**src/rtl/uart_arbiter.sv**
```systemverilog
// Multiplexes CHANNEL requesters onto one uart_comm FIFO pair using
// [channel][length][payload] framing, round-robin on transmit.
module uart_arbiter #(
  parameter int CHANNEL = 2,
  parameter int MAX_LEN = 8
) (
  input  logic                         CLK,
  input  logic                         RST,
  input  logic [CHANNEL-1:0]           send_req,
  input  logic [CHANNEL*4-1:0]         send_len,
  input  logic [CHANNEL*MAX_LEN*8-1:0] send_data,
  output logic [CHANNEL-1:0]           send_ack,
  output logic [CHANNEL-1:0]           recv_valid,
  output logic [3:0]                   recv_len,
  output logic [MAX_LEN*8-1:0]         recv_data,
  output logic                         uart_send_flag,
  output logic [7:0]                   uart_send_data,
  input  logic                         uart_sendable,
  output logic                         uart_recv_flag,
  input  logic [7:0]                   uart_recv_data,
  input  logic                         uart_receivable
);

  localparam int CW = (CHANNEL > 1) ? $clog2(CHANNEL) : 1;

  typedef enum logic [2:0] {T_IDLE, T_HEAD, T_LEN, T_DATA, T_ACK} tx_state_t;
  typedef enum logic [1:0] {R_HEAD, R_LEN, R_DATA, R_DONE} rx_state_t;

  function automatic logic [3:0] clamp_len(input logic [7:0] len);
    if (int'(len) > MAX_LEN) return 4'(MAX_LEN);
    return len[3:0];
  endfunction

  tx_state_t        tx_state;
  logic [CW-1:0]    ptr;
  logic [CW-1:0]    grant;
  logic [3:0]       tx_len;
  logic [3:0]       tx_idx;
  logic [7:0]       tx_byte;
  logic             tx_push;
  logic             tx_last;
  logic [CHANNEL-1:0] ack_vec;

  logic [2*CHANNEL-1:0] req_dbl;
  logic [CHANNEL-1:0]   req_rot;
  logic                 found;
  logic [CW-1:0]        pick;
  int                   off;
  int                   pick_i;

  // Rotate the requests so bit 0 is the pointer position; the lowest set bit wins.
  always_comb begin
    req_dbl = {send_req, send_req};
    req_rot = CHANNEL'(req_dbl >> ptr);
    found   = |req_rot;
    off     = 0;
    for (int k = CHANNEL - 1; k >= 0; k--) begin
      if (req_rot[k]) off = k;
    end
    pick_i = int'(ptr) + off;
    if (pick_i >= CHANNEL) pick_i = pick_i - CHANNEL;
    pick = CW'(pick_i);
  end

  always_comb begin
    tx_byte = 8'h00;
    case (tx_state)
      T_HEAD:  tx_byte = 8'(grant);
      T_LEN:   tx_byte = {4'h0, tx_len};
      T_DATA:  tx_byte = send_data[(int'(grant) * MAX_LEN + int'(tx_idx)) * 8 +: 8];
      default: tx_byte = 8'h00;
    endcase
  end

  // The push strobe must follow uart_sendable in the same cycle, so it is decoded, not registered.
  assign tx_push        = !RST && uart_sendable &&
                          (tx_state == T_HEAD || tx_state == T_LEN || tx_state == T_DATA);
  assign uart_send_flag = tx_push;
  assign uart_send_data = tx_push ? tx_byte : 8'h00;
  assign tx_last        = (tx_idx == tx_len - 4'd1);
  assign ack_vec        = CHANNEL'(1) << grant;

  always_ff @(posedge CLK) begin
    if (RST) begin
      tx_state <= T_IDLE;
      ptr      <= '0;
      grant    <= '0;
      tx_len   <= 4'd0;
      tx_idx   <= 4'd0;
      send_ack <= '0;
    end else begin
      send_ack <= '0;
      case (tx_state)
        T_IDLE: begin
          if (found) begin
            grant    <= pick;
            tx_len   <= clamp_len({4'h0, send_len[int'(pick) * 4 +: 4]});
            tx_state <= T_HEAD;
          end
        end
        T_HEAD: begin
          if (uart_sendable) tx_state <= T_LEN;
        end
        T_LEN: begin
          if (uart_sendable) begin
            tx_idx <= 4'd0;
            if (tx_len == 4'd0) begin
              send_ack <= ack_vec;
              tx_state <= T_ACK;
            end else begin
              tx_state <= T_DATA;
            end
          end
        end
        T_DATA: begin
          if (uart_sendable) begin
            if (tx_last) begin
              send_ack <= ack_vec;
              tx_state <= T_ACK;
            end else begin
              tx_idx <= tx_idx + 4'd1;
            end
          end
        end
        T_ACK: begin
          ptr      <= (int'(grant) == CHANNEL - 1) ? '0 : grant + CW'(1);
          tx_state <= T_IDLE;
        end
        default: tx_state <= T_IDLE;
      endcase
    end
  end

  rx_state_t            rx_state;
  logic                 rx_gap;
  logic                 rx_pop;
  logic [7:0]           rx_ch;
  logic                 rx_drop;
  logic [3:0]           rx_len;
  logic [3:0]           rx_idx;
  logic [MAX_LEN*8-1:0] rx_buf;

  // A pop is always followed by one idle cycle so the FIFO head can advance.
  assign rx_pop         = !RST && uart_receivable && !rx_gap && (rx_state != R_DONE);
  assign uart_recv_flag = rx_pop;

  // Payload is staged here so a dropped frame never disturbs recv_data.
  always_ff @(posedge CLK) begin
    if (rx_pop && rx_state == R_DATA) rx_buf[int'(rx_idx) * 8 +: 8] <= uart_recv_data;
  end

  always_ff @(posedge CLK) begin
    if (RST) begin
      rx_state   <= R_HEAD;
      rx_gap     <= 1'b0;
      rx_ch      <= 8'h00;
      rx_drop    <= 1'b0;
      rx_len     <= 4'd0;
      rx_idx     <= 4'd0;
      recv_valid <= '0;
      recv_len   <= 4'd0;
      recv_data  <= '0;
    end else begin
      rx_gap     <= rx_pop;
      recv_valid <= '0;
      case (rx_state)
        R_HEAD: begin
          if (rx_pop) begin
            rx_ch    <= uart_recv_data;
            rx_drop  <= (int'(uart_recv_data) >= CHANNEL);
            rx_state <= R_LEN;
          end
        end
        R_LEN: begin
          if (rx_pop) begin
            rx_len   <= clamp_len(uart_recv_data);
            rx_idx   <= 4'd0;
            rx_state <= (clamp_len(uart_recv_data) == 4'd0) ? R_DONE : R_DATA;
          end
        end
        R_DATA: begin
          if (rx_pop) begin
            if (rx_idx == rx_len - 4'd1) rx_state <= R_DONE;
            else rx_idx <= rx_idx + 4'd1;
          end
        end
        R_DONE: begin
          if (!rx_drop) begin
            recv_valid <= CHANNEL'(1) << rx_ch;
            recv_len   <= rx_len;
            for (int i = 0; i < MAX_LEN; i++) begin
              if (i < int'(rx_len)) recv_data[i*8 +: 8] <= rx_buf[i*8 +: 8];
            end
          end
          rx_state <= R_HEAD;
        end
        default: rx_state <= R_HEAD;
      endcase
    end
  end

endmodule

```
**config.mk**
```make
export PLATFORM = sky130hd
export DESIGN_NAME = uart_arbiter
export DESIGN_NICKNAME = d
export VERILOG_FILES = /design/src/rtl/uart_arbiter.sv
export SDC_FILE = /design/constraint.sdc
export NUM_CORES = 1
export LEC_CHECK = 0
export ABC_AREA = 1
export BUFFER_PORTS_ARGS = -buffer_cell sky130_fd_sc_hd__buf_2
export CELL_PAD_IN_SITES_DETAIL_PLACEMENT = 2
export CELL_PAD_IN_SITES_GLOBAL_PLACEMENT = 2
export CORE_MARGIN = 2
export CORE_UTILIZATION = 27
export CTS_BUF_LIST = sky130_fd_sc_hd__clkbuf_2
export CTS_CLUSTER_DIAMETER = 200
export CTS_CLUSTER_SIZE = 28
export DETAILED_ROUTE_END_ITERATION = 8
export GPL_TIMING_DRIVEN = 0
export PLACE_DENSITY_LB_ADDON = 0.1
export SLEW_MARGIN = 15
export SYNTH_ARGS = -nofsm -noshare
export SYNTH_HDL_FRONTEND = slang
export SYNTH_SLANG_ARGS = --single-unit
```
**constraint.sdc**
```tcl
create_clock -name CLK -period 2.4 [get_ports CLK]
set_clock_uncertainty 0.1 [all_clocks]
set_input_delay 0.24 -clock CLK [delete_from_list [all_inputs] [get_ports CLK]]
set_output_delay 0.24 -clock CLK [all_outputs]
set_load 0.05 [all_outputs]
```
==> metrics.md <==
| Metric | Value |
|---|---|
| Required @ worst endpoint | 2.06 ns |
| Ys flop type | dfxtp_1 |
| Share of the synthesized area in the top cell type | 25.27% |
| Max H-tree Level | 4 |
| Initial antenna violation count | 1 |
| Num ports | 232 |
| Skew-Pair Late Insertion Delay | 0.78 ns |
| RSZ-0062 raised after global routing | true |
| Post-synth ARST share | 0% |
| CTS clk-pin slew, worst paths | 0.25 ns |
| Worst reg-to-reg setup slack | 0.10 ns |
| Routability Congestion | 0.8117 |
| Most common library cells after synthesis | nor2_1 (260), nand2_1 (145), o21ai_0 (135) |
| Min Hold Slack | 0.2351 ns |
| DR pass1 iterations | 4 |
| Vias per cell | 4.812 |
| Syn Inst Count | 1090 |
| Largest net degree at the start of global routing | 17 |
| Worst vdd ir | 208.1 uV |
| Dpl hpwl | 27500 um |
| Die ar. | 0.03223 mm^2 |
| CP startpoint kind | register |
| Wire per inst | 19.71 um |
| Most numerous cell in the Yosys netlist | nor2_1 |
| Global-route wire length before repair | 55270 um |
| Hold endpoint | tx_len[2]$_SDFFE_PP0P_ |
| Final worst-path cycle share | 117.8% |
| HP Start | send_len[2] |
| Post-synthesis register bit count | 169 |
| Clock period minus final worst setup slack | 2.828 ns |
| Syn_area_per_cell | 7.631 um^2 |
| Yosys top cell by area | dfxtp_1 |
| Post-route setup slack | -0.4280 ns |
| Layout cells sized above 1 | 29.77% |
| Total wire length | 35540 um |
| FF-to-FF Start | rx_idx[0]$_SDFFE_PP0P_ |
| Core Area | 0.03043 mm^2 |
| Worst reg-to-reg path cell count | 12 |
| Power density cells | 620.1 mW/mm^2 |
| Max-slew violations | 0 |
| CTS Root Cell | clkbuf_2 |
| Critical Path End Type | output port |
| Row count | 64 |
| Vias post-DR | 8676 |
| Warnings from Yosys | 0 |
| Yosys cell types | 37 |
| Synth top area cells | dfxtp_1 (25%), edfxtp_1 (23%), nor2_1 (12%), o21ai_0 (8.1%), nand2_1 (6.5%) |
| Total track usage | 22.14% |
| # clock sinks | 169 |
| TritonCTS clock tree | yes |
| DRC Markers | 0 |
| Die height | 179.5 um |
| Fmax | 0.3536 GHz |
| Syn Std Cell Area | 0.008318 mm^2 |
| Worst R2R End | rx_buf[53]$_DFFE_PP_ |
| Outcome | finished with violations |
| Post-synth EDFFs | 64 |
| Die extent in x | 179.5 um |
| Hold Path Depth | 6 |
| TritonCTS buffer count | 17 |
| Synth Net Count | 1254 |
| Antenna Nets Post-Route | 0 |
| Clock buffer depth | 2 |
| Total global routing overflow | 0 |
| Initial core utilization | 27.34% |
| Sequential share of the synthesized area | 48.38% |
| Vias in the first global route | 9412 |
| Initial DRC Count | 284 |
| Slew headroom | 52.83% |
| Final setup violation count | 8 |
| Crit-path max FO | 5 |
| Pleak | 5.013 nW |
| Hold Crit Class | in2reg |
| Crit Path Category | reg2out |
| Failing checks | negative setup slack |
| Final #Nets | 1555 |
| Final Util | 36.95% |
| # Max-Cap Violations | 0 |
| Area grow syn2layout | 35.18% |
| PortBufs | 231 |
| Worst-Margin Slew | 0.7075 ns |
| Fin. Hold Viols | 0 |
| Crit path DAT | 2.49 ns |
## where the power goes
part | internal [mW] | total [mW] | switching (mW) | leakage (nW)
registers | 3.08 | 3.19 | 0.109 | 1.54
clock network | 0.496 | 1.59 | 1.10 | 0.146
logic | 0.846 | 2.19 | 1.34 | 3.33
total | 4.43 | 6.97 | 2.55 | 5.01
## sequential cells by signal, indices dropped and copies added (netlist names)
signal and cells:
recv_len 4, ptr 1, rx_state 2, rx_idx 4, rx_gap 1, tx_len 4, rx_drop 1, grant 1
tx_state 3, rx_len 4, rx_buf 64, recv_valid 2, rx_ch 8, recv_data 64, send_ack 2, tx_idx 4
## layout make-up
type / count / area [um^2]
Buffer: 48 / 382.9
Clock buffer: 18 / 90.09
Fill cell: 3629 / 19180
Inverter: 91 / 357.8
Antenna cell: 3 / 7.507
Clock inverter: 14 / 146.4
Tap cell: 396 / 495.5
Timing Repair Buffer: 284 / 1758
Multi-Input combinational cell: 780 / 3961
Sequential cell: 169 / 4045
## per-layer routing
metal / GRT usage, % / up-vias / share of wire, %
li1: - / 4230 / -
met1: 25.91 / 4213 / 41
met2: 41.15 / 199 / 53
met3: 4.335 / 34 / 4.3
met4: 5.593 / 0 / 1.5
met5: 0 / - / 0
## stage by stage
stage | instances | power (mW) | setup slack [ns] | area [um^2] | TNS, ns
5_1_grt | 1801 | 7.397 | -0.6408 | 11240 | -4.822
3_3_place_gp | 1717 | 4.974 | -0.6061 | 9993 | -31.40
3_5_place_dp | 1717 | 5.019 | -0.6761 | 9993 | -35.16
2_1_floorplan | 1090 | 4.337 | -0.04892 | 8342 | -1.713
6_report | 1803 | 6.972 | -0.4280 | 11240 | -2.882
4_1_cts | 1794 | 6.918 | -0.4935 | 11000 | -4.167
## worst max-delay path, cell delays in order (launching register included)
cell	delay [ns]
dfxtp_2	0.40
buf_8	0.11
clkinvlp_4	0.17
buf_6	0.20
nor2_1	0.11
o21ai_1	0.09
o211ai_1	0.09
nand2_1	0.14
nand2_1	0.11
nand3_2	0.07
nand2_2	0.08
buf_8	0.14
## repair_timing
item	in CTS	in global routing
resized for setup	109	66
gates cloned	0	1
setup endpoints to repair	102	88
hold buffers	29	0
pin swaps	21	30
hold endpoints to repair	87	0
buffers inserted	17	6
## cell usage in the layout, fill, tap and decap left out, types with 4 or more instances in the layout
| cell | Yosys | routed |
|---|---|---|
| buf_8 | 0 | 8 |
| nor2_1 | 260 | 244 |
| dlygate4sd3_1 | 0 | 28 |
| nor2_4 | 3 | 16 |
| buf_4 | 3 | 25 |
| nand3_1 | 62 | 55 |
| xor2_1 | 7 | 7 |
| clkbuf_1 | 18 | 8 |
| inv_2 | 15 | 19 |
| nand4_1 | 10 | 10 |
| o211ai_1 | 16 | 16 |
| dfxtp_2 | 0 | 8 |
| nand3_2 | 3 | 9 |
| inv_4 | 0 | 5 |
| a21oi_2 | 3 | 4 |
| buf_6 | 1 | 15 |
| nand2_2 | 1 | 9 |
| clkbuf_2 | 1 | 21 |
| buf_12 | 0 | 6 |
| ha_1 | 14 | 10 |
| a21oi_1 | 58 | 56 |
| nand2_1 | 145 | 136 |
| buf_2 | 23 | 230 |
| nor3_1 | 21 | 21 |
| o21ai_0 | 135 | 121 |
| nor2_2 | 4 | 7 |
| o21ai_1 | 11 | 23 |
| o22ai_1 | 13 | 13 |
| clkbuf_4 | 0 | 4 |
| dfxtp_1 | 105 | 94 |
| edfxtp_1 | 64 | 64 |
| inv_1 | 76 | 68 |
## worst max-delay path by stage
stage	from	end	slack [ns]	cells past startpoint
after global placement	rx_idx[0]$_SDFFE_PP0P_	rx_buf[50]$_DFFE_PP_	-0.61	7
final	tx_idx[1]$_SDFFE_PP0P_	uart_send_data[3]	-0.43	11
after detailed placement	rx_idx[0]$_SDFFE_PP0P_	rx_buf[50]$_DFFE_PP_	-0.68	7
after floorplan	rx_idx[0]$_SDFFE_PP0P_	rx_buf[10]$_DFFE_PP_	-0.05	10
after global routing	tx_idx[1]$_SDFFE_PP0P_	uart_send_data[2]	-0.64	11
after CTS	tx_idx[1]$_SDFFE_PP0P_	uart_send_data[1]	-0.49	10
## cells by family after synthesis
group           share of synthesized area, %
flops                                  48.38
simple gates                           26.19
buf+inv                                6.949
xor+xnor                               1.173
compound gates                         15.21
fa+ha+maj                              2.106
(Power assumes the default switching activity.)
